[src/rtl/row_fifo.sv]
// row_fifo: first-word-fall-through FIFO of wide words with a sticky overflow flag.
// Define ROW_FIFO_LEVEL_EN to add the level_o occupancy output.
module row_fifo #(
    parameter int DEPTH      = 4,
    parameter int WORD_WIDTH = 256
) (
    input  logic                    clk,
    input  logic                    rst_n,
    input  logic [WORD_WIDTH-1:0]   data_i,
    input  logic                    data_valid_i,
    output logic [WORD_WIDTH-1:0]   data_o,
    output logic                    valid_o,
    input  logic                    ready_i,
    output logic                    full_o,
    output logic                    empty_o,
    output logic                    overflow_o,
    input  logic                    overflow_clr_i
`ifdef ROW_FIFO_LEVEL_EN
    ,
    output logic [$clog2(DEPTH):0]  level_o
`endif
);
    localparam int PW = $clog2(DEPTH);
    localparam logic [PW:0] ONE = 1;
    localparam logic [PW:0] FULL = DEPTH[PW:0];
    logic [WORD_WIDTH-1:0] mem [DEPTH];
    logic [PW-1:0] wr_ptr;
    logic [PW-1:0] rd_ptr;
    logic [PW:0]   count;
    logic          pop;
    logic          push;
    logic          drop;
    always_comb begin
        empty_o = count == '0;
        full_o  = count == FULL;
        valid_o = !empty_o;
        data_o  = mem[rd_ptr];
        pop     = valid_o && ready_i;
        push    = data_valid_i && (!full_o || pop);
        drop    = data_valid_i && !push;
    end
`ifdef ROW_FIFO_LEVEL_EN
    assign level_o = count;
`endif
    always_ff @(posedge clk) begin
        if (!rst_n) begin
            for (int i = 0; i < DEPTH; i++) mem[i] <= '0;
            wr_ptr     <= '0;
            rd_ptr     <= '0;
            count      <= '0;
            overflow_o <= 1'b0;
        end else begin
            if (push) begin
                mem[wr_ptr] <= data_i;
                wr_ptr      <= wr_ptr + PW'(1);
            end
            if (pop) rd_ptr <= rd_ptr + PW'(1);
            if (push != pop) count <= push ? count + ONE : count - ONE;
            // a drop in the same cycle as a clear wins, so no drop goes unreported
            overflow_o <= drop || (overflow_o && !overflow_clr_i);
        end
    end
endmodule

[config.mk]
export PLATFORM = sky130hd
export DESIGN_NAME = row_fifo
export DESIGN_NICKNAME = d
export VERILOG_FILES = /design/src/rtl/row_fifo.sv
export SDC_FILE = /design/constraint.sdc
export NUM_CORES = 1
export LEC_CHECK = 0
export ABC_AREA = 0
export CAP_MARGIN = 20
export CORE_ASPECT_RATIO = 1.1
export CORE_MARGIN = 5
export CORE_UTILIZATION = 50
export CTS_CLUSTER_DIAMETER = 40
export DETAILED_ROUTE_END_ITERATION = 12
export HOLD_SLACK_MARGIN = 0.02
export PLACE_DENSITY = 0.75
export SYNTH_ARGS = -nofsm -noshare
export SYNTH_HDL_FRONTEND = slang
export SYNTH_SLANG_ARGS = --single-unit
[constraint.sdc]
create_clock -name clk -period 24.2 [get_ports clk]
set_clock_uncertainty 0.1 [all_clocks]
set_input_delay 4.84 -clock clk [delete_from_list [all_inputs] [get_ports clk]]
set_output_delay 4.84 -clock clk [all_outputs]
set_load 0.005 [all_outputs]
# After elaboration in Yosys (flattened, before gate mapping)
# Memories as Yosys holds them, arrays and structs flattened. A register that Yosys moved wholly into a read port is not among the register bits.
# Cells that the tools add are included.
[totals] memories=1 latch_bits=0 romBits=0 reg_bits=8 mem_bits_rw=1024 elab_cells=33
[mem_list] name="mem" depth=4 width=256 rd=1 rd_clocked_by_memory_dff=1 wr=4 line="26" rtl="logic [WORD_WIDTH-1:0] mem [DEPTH];"
[op_classes] add_sub_neg=4 n_reduce_logical=12 bitwise_logic=0 magnitude_cmp=0 n_div=0 multipliers=0 n_shift=0 eq_ne=2 n_mux=10
[op_table] operator="$mux 256" count=1
[op_table] operator="$reduce_or 256->1" count=1
[op_table] operator="$mux 2" count=3
[op_table] operator="$mux 1" count=5
[op_table] operator="$add 2x1->2 const B" count=2
[op_table] operator="$logic_and 1x1->1" count=4
[op_table] operator="$logic_not 1->1" count=4
[op_table] operator="$add 3x1->3 const B" count=1
[op_table] operator="$eq 3x3->1 const B" count=1
[op_table] operator="$logic_not 3->1" count=1
[op_table] operator="$mux 3" count=1
[op_table] operator="$sub 3x1->3 const B" count=1
[op_table] operator="$logic_or 1x1->1" count=2
[op_table] operator="$ne 1x1->1" count=1

# Depth between registers and ports, before layout
# Gate-level depths: netlist of run 1.
[depth] word_depth=10 mapped_depth=7

# Worst setup path before layout of run 1
# No wires, ideal clock.
[synth_timing] kind="input to register" start="input port rst_n" end="memory mem[0][0], enable pin" t_arrival_ns=23.218 setup_ns=1.227 cell_stages=3 path_slack_ns=-0.345 path_cell_list="clkbuf_2 > or3b_1 > o21ai_0"
[synth_lines] item="start, declared" line="8" rtl="input logic rst_n,"
[synth_lines] item="end, declared" line="26"

==> impl_metrics.yaml, run 1 <==
run_status:
  status: "complete, no violations"
detailed_routing:
  viasPerCell: 5.50
  drt-initial-drc-count: 1868
  dr.pass1.iters: 5
  wl_um: 105000
  dr_total_vias: 23757
  ant_nets: 0
  route.detailed.drc: 0
  drt-wirelength-per-cell_um: 24.4
cts:
  cts_tree: "built"
  ctsHtreeMaxLevel: 3
  numCtsBuffers: 119
  clockBufferDepth: 3
  clock_sinks: 1034
  clk_latency_ns: 0.65
  postCtsSetupRepairBufs: 0
  cts-resized-gates: 0
  hold_buffers: 0
  clock-root-buffer: "clkbuf_16"
  clk_pin_slew_ns: 0.05
placement:
  dpl_cell_area_mm2: 0.0506
  dp_slack_ns: 15.04
  dp_hpwl_um: 61300
  placed_cells: 4086
  port_buffers: 520
  gp_congestion: 0.807
synthesis:
  syn_avg_cell_area_um2: 17.4
  yosysWarnings: 0
  synth-seq-cells: 1034
  synth_top_family_by_area: "simple AND/OR/NAND/NOR gates"
  synth_area_mm2: 0.0442
  synthArstFlopShare: 0
  syn_nets: 2808
  synthAdderAreaFrac: 0.000453
  synth_cell_types: 35
  synthMuxAreaShare: 0.130
  synth_seq_area_share: 0.700
  synthSimpleGateAreaFrac: 0.149
  synth_xor_area_frac: 0.000793
  syn_inst: 2546
  synth_compound_area_frac: 0.00258
  synth-edff-count: 1024
  ys.flop_type: "edfxtp_1"
floorplanning:
  initial_core_util: 0.503
  die_h_um: 322
  io_pins: 521
  core_area_mm2: 0.0879
  num_rows: 114
  die_area_mm2: 0.0945
  die_width_um: 294
critical_path:
  cp_max_fo: 47
  timing_worst_setup_path_type: "flip-flop to primary output"
  end_kind: "primary output"
  required_ns: 19.26
  worstPathArrival_ns: 3.96
  startpoint_type: "flip-flop"
global_route:
  first_global_vias: 25432
  gr-total-overflow: 0
  antenna_found_initial: 18
  track_usage: 0.220
  grt_max_degree: 170
  grt_pass1_wl_um: 159000
cells_and_area:
  layout.nets: 3311
  regArea_mm2: 0.0310
  layout-drive-gt1-share: 0.159
  area_growth_syn_to_layout_pct: 23.8
  final_area_mm2: 0.0547
  instances_no_fill: 4319
  n_fill_cell: 6241
  multi_input_area_mm2: 0.0126
timing:
  hold_viol: 0
  fin_crit_ns: 8.90
  fin_crit_sh: 0.368
  max_freq_ghz: 0.112
  rsz0062_at_grt: "false"
  slew_violations: 0
  setup_violations: 0
  tightestPinTransition_ns: 1.20
  tns_ns: 0
  maxSlewHeadroom: 0.197
  setup_slack_ns: 15.30
power:
  power.static_leakage_nw: 19.4
  vdd_drop_max_v: 0.0000673
  powerDensity_mw_per_mm2: 88.5
min_path:
  hold_path_class: "flip-flop to flip-flop"
flow_run:
  cap_violations: 0
[layout by cell type, fill, tap and decap left out, types with 3 or more instances in the layout]
cell type,count
bufinv_16,14
clkinv_4,13
inv_1,4
o211ai_1,3
dfxtp_1,8
nor2_1,6
clkdlybuf4s50_1,520
nand3_1,4
mux4_2,256
clkinvlp_4,17
clkinv_1,21
buf_16,3
nand2_1,3
clkbuf_1,9
clkinv_2,12
xor2_1,3
a21oi_1,3
buf_4,30
and2_1,1025
clkbuf_16,122
buf_12,4
edfxtp_1,1024
inv_6,12
diode_2,7
or3_1,3
o21ai_4,4
[critical path, cell delays in order (launching register included)]
cell and delay, ns:
dfxtp_4 0.45, buf_4 0.76, buf_4 0.84, mux4_2 0.60
clkdlybuf4s50_1 0.55
[flip-flops by register name, indices dropped and copies added, names as in the netlist, named ones only]
register / count
count: 3
mem: 1024
overflow_o: 1
rd_ptr: 2
wr_ptr: 2
[power breakdown]
group | internal, mW | switching, mW | total, mW | leakage, nW
clock network | 1.08 | 0.734 | 1.81 | 1.94
logic | 0.489 | 0.387 | 0.876 | 6.75
registers | 2.11 | 0.0414 | 2.15 | 10.7
[cell usage after synthesis, types with 3 or more instances]
master    number  area share
a21oi_1        3     0.00034
and2_1      1025        0.15
buf_1         12      0.0010
buf_2         34      0.0038
clkbuf_1     128       0.011
dfxtp_1       10      0.0045
edfxtp_1    1024        0.70
inv_1          4     0.00034
mux4_2       256        0.13
nand2_1        3     0.00025
nand3_1        4     0.00045
nor2_1         6     0.00051
o211ai_1       3     0.00051
o21ai_0        6     0.00068
or3_1          3     0.00042
xor2_1         3     0.00059
[worst paths after layout]
path / from / to / slack [ns] / depth (start not counted)
worst min register to register: rd_ptr[0] / rd_ptr[0] / 0.44 / 2
worst max register to register: count[0] / mem[1][173] / 20.09 / 5
worst min-delay path: rd_ptr[0] / rd_ptr[0] / 0.44 / 2
worst max-delay path: flip-flop / data_o[199] / 15.30 / 4
[area by class of cell]
cell class              instances  share of cell area
inverters                       5            0.000343
clock buffers                 131              0.0564
flip-flops and latches       1034               0.566
repair buffers                557               0.102
clock inverters                93              0.0180
diodes                          7            0.000320
well taps                    1160              0.0265
multi-input cells            1332               0.230
[metal layers]
| layer | global-route usage | share of wire | vias to the layer above | wire length, um |
|---|---|---|---|---|
| met3 | 0.0552 | 0.083 | 169 | 8750 |
| met5 | 0 | 0.0012 | - | 125 |
| met2 | 0.378 | 0.52 | 835 | 54800 |
| met1 | 0.283 | 0.37 | 12219 | 39300 |
| li1 | - | - | 10514 | - |
| met4 | 0.0614 | 0.023 | 20 | 2400 |
[cell families after synthesis]
family,Yosys count
AND/OR/NAND/NOR,1053
flip-flops,1034
multiplexers,256
buffers and inverters,180
AO/OA/AOI/OAI,18
XOR/XNOR,4
adder cells (fa/ha/maj),1
[stage by stage]
stage / util / hold slack [ns] / power (mW)
6_report: 0.623 / 0.436 / 4.84
5_1_grt: 0.623 / 0.478 / 5.03
4_1_cts: 0.622 / 0.439 / 4.89
3_5_place_dp: 0.576 / 0.420 / 3.07
3_3_place_gp: 0.575 / 0.408 / 3.06
2_1_floorplan: - / 0.385 / 2.68
Note: power is estimated with default switching activity, not from simulation.
==> run 2, diff against run 1 <==
--- a/config.mk
+++ b/config.mk
@@ -13,7 +13,7 @@
 export CTS_CLUSTER_DIAMETER = 40
 export DETAILED_ROUTE_END_ITERATION = 12
 export HOLD_SLACK_MARGIN = 0.02
-export PLACE_DENSITY = 0.75
+export PLACE_DENSITY = 0.73
 export SYNTH_ARGS = -nofsm -noshare
 export SYNTH_HDL_FRONTEND = slang
 export SYNTH_SLANG_ARGS = --single-unit
==> constraint.sdc (replaced) <==
create_clock -name clk -period 8.8 [get_ports clk]
set_clock_uncertainty 0.1 [all_clocks]
set_input_delay 1.76 -clock clk [delete_from_list [all_inputs] [get_ports clk]]
set_output_delay 1.76 -clock clk [all_outputs]
set_load 0.005 [all_outputs]
==> impl_metrics.yaml, run 2 (same netlist as run 1, synthesis figures left out) <==
run_status:
  status: "complete, no violations"
detailed_routing:
  ant_nets: 0
  dr.pass1.iters: 8
  dr_total_vias: 23995
  viasPerCell: 5.53
  drt-initial-drc-count: 2127
  wl_um: 106000
  route.detailed.drc: 0
  drt-wirelength-per-cell_um: 24.5
cts:
  clk_latency_ns: 0.70
  cts-resized-gates: 0
  numCtsBuffers: 132
  clockBufferDepth: 3
  clk_pin_slew_ns: 0.05
  hold_buffers: 0
  cts_tree: "built"
  postCtsSetupRepairBufs: 0
  clock-root-buffer: "clkbuf_16"
  clock_sinks: 1034
  ctsHtreeMaxLevel: 4
power:
  power.net_switching_mw: 3.24
  combPwrFrac: 0.176
  power.static_leakage_nw: 19.5
  switching_share: 0.239
  clock_power_share: 0.386
  p_seq_frac: 0.439
  power_mw: 13.6
  internal_power_mw: 10.3
  vdd_drop_max_v: 0.000176
  powerDensity_mw_per_mm2: 247
critical_path:
  crit_path_cell_trace: "buf_12, mux4_2, clkdlybuf4s50_1"
  crit_buf_inv: 2
  path_delay_family: "buffers and inverters"
  timing_worst_setup_path_type: "flip-flop to primary output"
  end_kind: "primary output"
  slowest_stage: "dfxtp_4"
  cp_max_fo: 102
  startpoint_type: "flip-flop"
  cpPeakStageDelay_ns: 0.82
  required_ns: 6.94
  worstPathArrival_ns: 3.65
global_route:
  grt_max_degree: 177
  first_global_vias: 25540
  track_usage: 0.223
  antenna_found_initial: 29
  grt_pass1_wl_um: 159000
  gr-total-overflow: 0
timing:
  hold_viol: 0
  fin_crit_ns: 5.51
  setup_slack_ns: 3.29
  tightestPinTransition_ns: 1.39
  max_freq_ghz: 0.181
  maxSlewHeadroom: 0.0722
  rsz0062_at_grt: "false"
  tns_ns: 0
  fin_crit_sh: 0.627
  setup_violations: 0
  hold_ws_ns: 0.430
  slew_violations: 0
cells_and_area:
  reg_top3: "mem: 1024 flops, count: 3 flops"
  area_growth_syn_to_layout_pct: 24.4
  instances_no_fill: 4338
  layout.nets: 3314
  largest_register_ffs: 1024
  layout_commonest_cell: "and2_1"
  top_register: "mem"
  mostFrequentLayoutCells: "and2_1, edfxtp_1, clkdlybuf4s50_1"
  fin_util: 0.626
  final_area_mm2: 0.0550
  layout-drive-gt1-share: 0.158
floorplanning:
  die_width_um: 294
  core_area_mm2: 0.0879
  die_area_mm2: 0.0945
  num_rows: 114
  io_pins: 521
  die_h_um: 322
  initial_core_util: 0.503
min_path:
  hold_path_class: "flip-flop to flip-flop"
placement:
  port_buffers: 520
  gp_congestion: 0.761
  dp_slack_ns: 3.50
  dpl_cell_area_mm2: 0.0506
  placed_cells: 4078
  dp_hpwl_um: 59500
flow_run:
  cap_violations: 0
==> run 2: cell types whose count changed in the layout (fill, tap and decap cells not counted) <==
| cell | before | now |
|---|---|---|
| diode_2 | 7 | 18 |
| buf_4 | 30 | 14 |
| clkinv_8 | 0 | 3 |
| bufinv_16 | 14 | 10 |
| buf_12 | 4 | 13 |
| buf_16 | 3 | 0 |
| inv_6 | 12 | 11 |
| clkinv_4 | 13 | 6 |
| clkinvlp_4 | 17 | 15 |
| clkinv_2 | 12 | 15 |
| clkinv_16 | 1 | 0 |
| clkbuf_1 | 9 | 21 |
| clkbuf_16 | 122 | 138 |
| inv_8 | 1 | 0 |
==> run 2: path summary, 6_finish.rpt <==
check	start	end	slack, ns	depth (start not counted)
max	flip-flop	data_o[200]	3.29	3
min	rd_ptr[1]	rd_ptr[1]	0.43	2
max reg2reg	count[0]	mem[1][171]	5.31	5
min reg2reg	rd_ptr[1]	rd_ptr[1]	0.43	2
==> run 2: metal layers <==
metal	track usage	vias up	wire length, um
li1	-	10554	-
met1	0.286	12336	40600
met2	0.365	897	53300
met3	0.0667	186	9050
met4	0.0801	22	3090
met5	0	-	146
==> run 2: area by class of cell <==
cell class / instances / area [um^2]
inverters: 5 / 18.8
well taps: 1160 / 1450
diodes: 18 / 45.0
repair buffers: 547 / 5570
flip-flops and latches: 1034 / 31000
clock buffers: 159 / 3530
clock inverters: 83 / 805
multi-input cells: 1332 / 12600
fillers: 6250 / 32900
==> run 2: worst min-delay path, cell delays in order, from the launching register on <==
cell and delay, ns:
dfxtp_1 0.32, xor2_1 0.07, nor2_1 0.10
==> run 2: power by group through the flow <==
stage	Sequential (mW)	Clock (mW)	Combinational, mW
6_report	5.95	5.24	2.38
4_1_cts	5.96	5.34	2.43
2_1_floorplan	6.01	0	1.23
5_1_grt	5.99	5.56	2.53
3_5_place_dp	6.06	0	2.41
3_3_place_gp	6.02	0	2.40
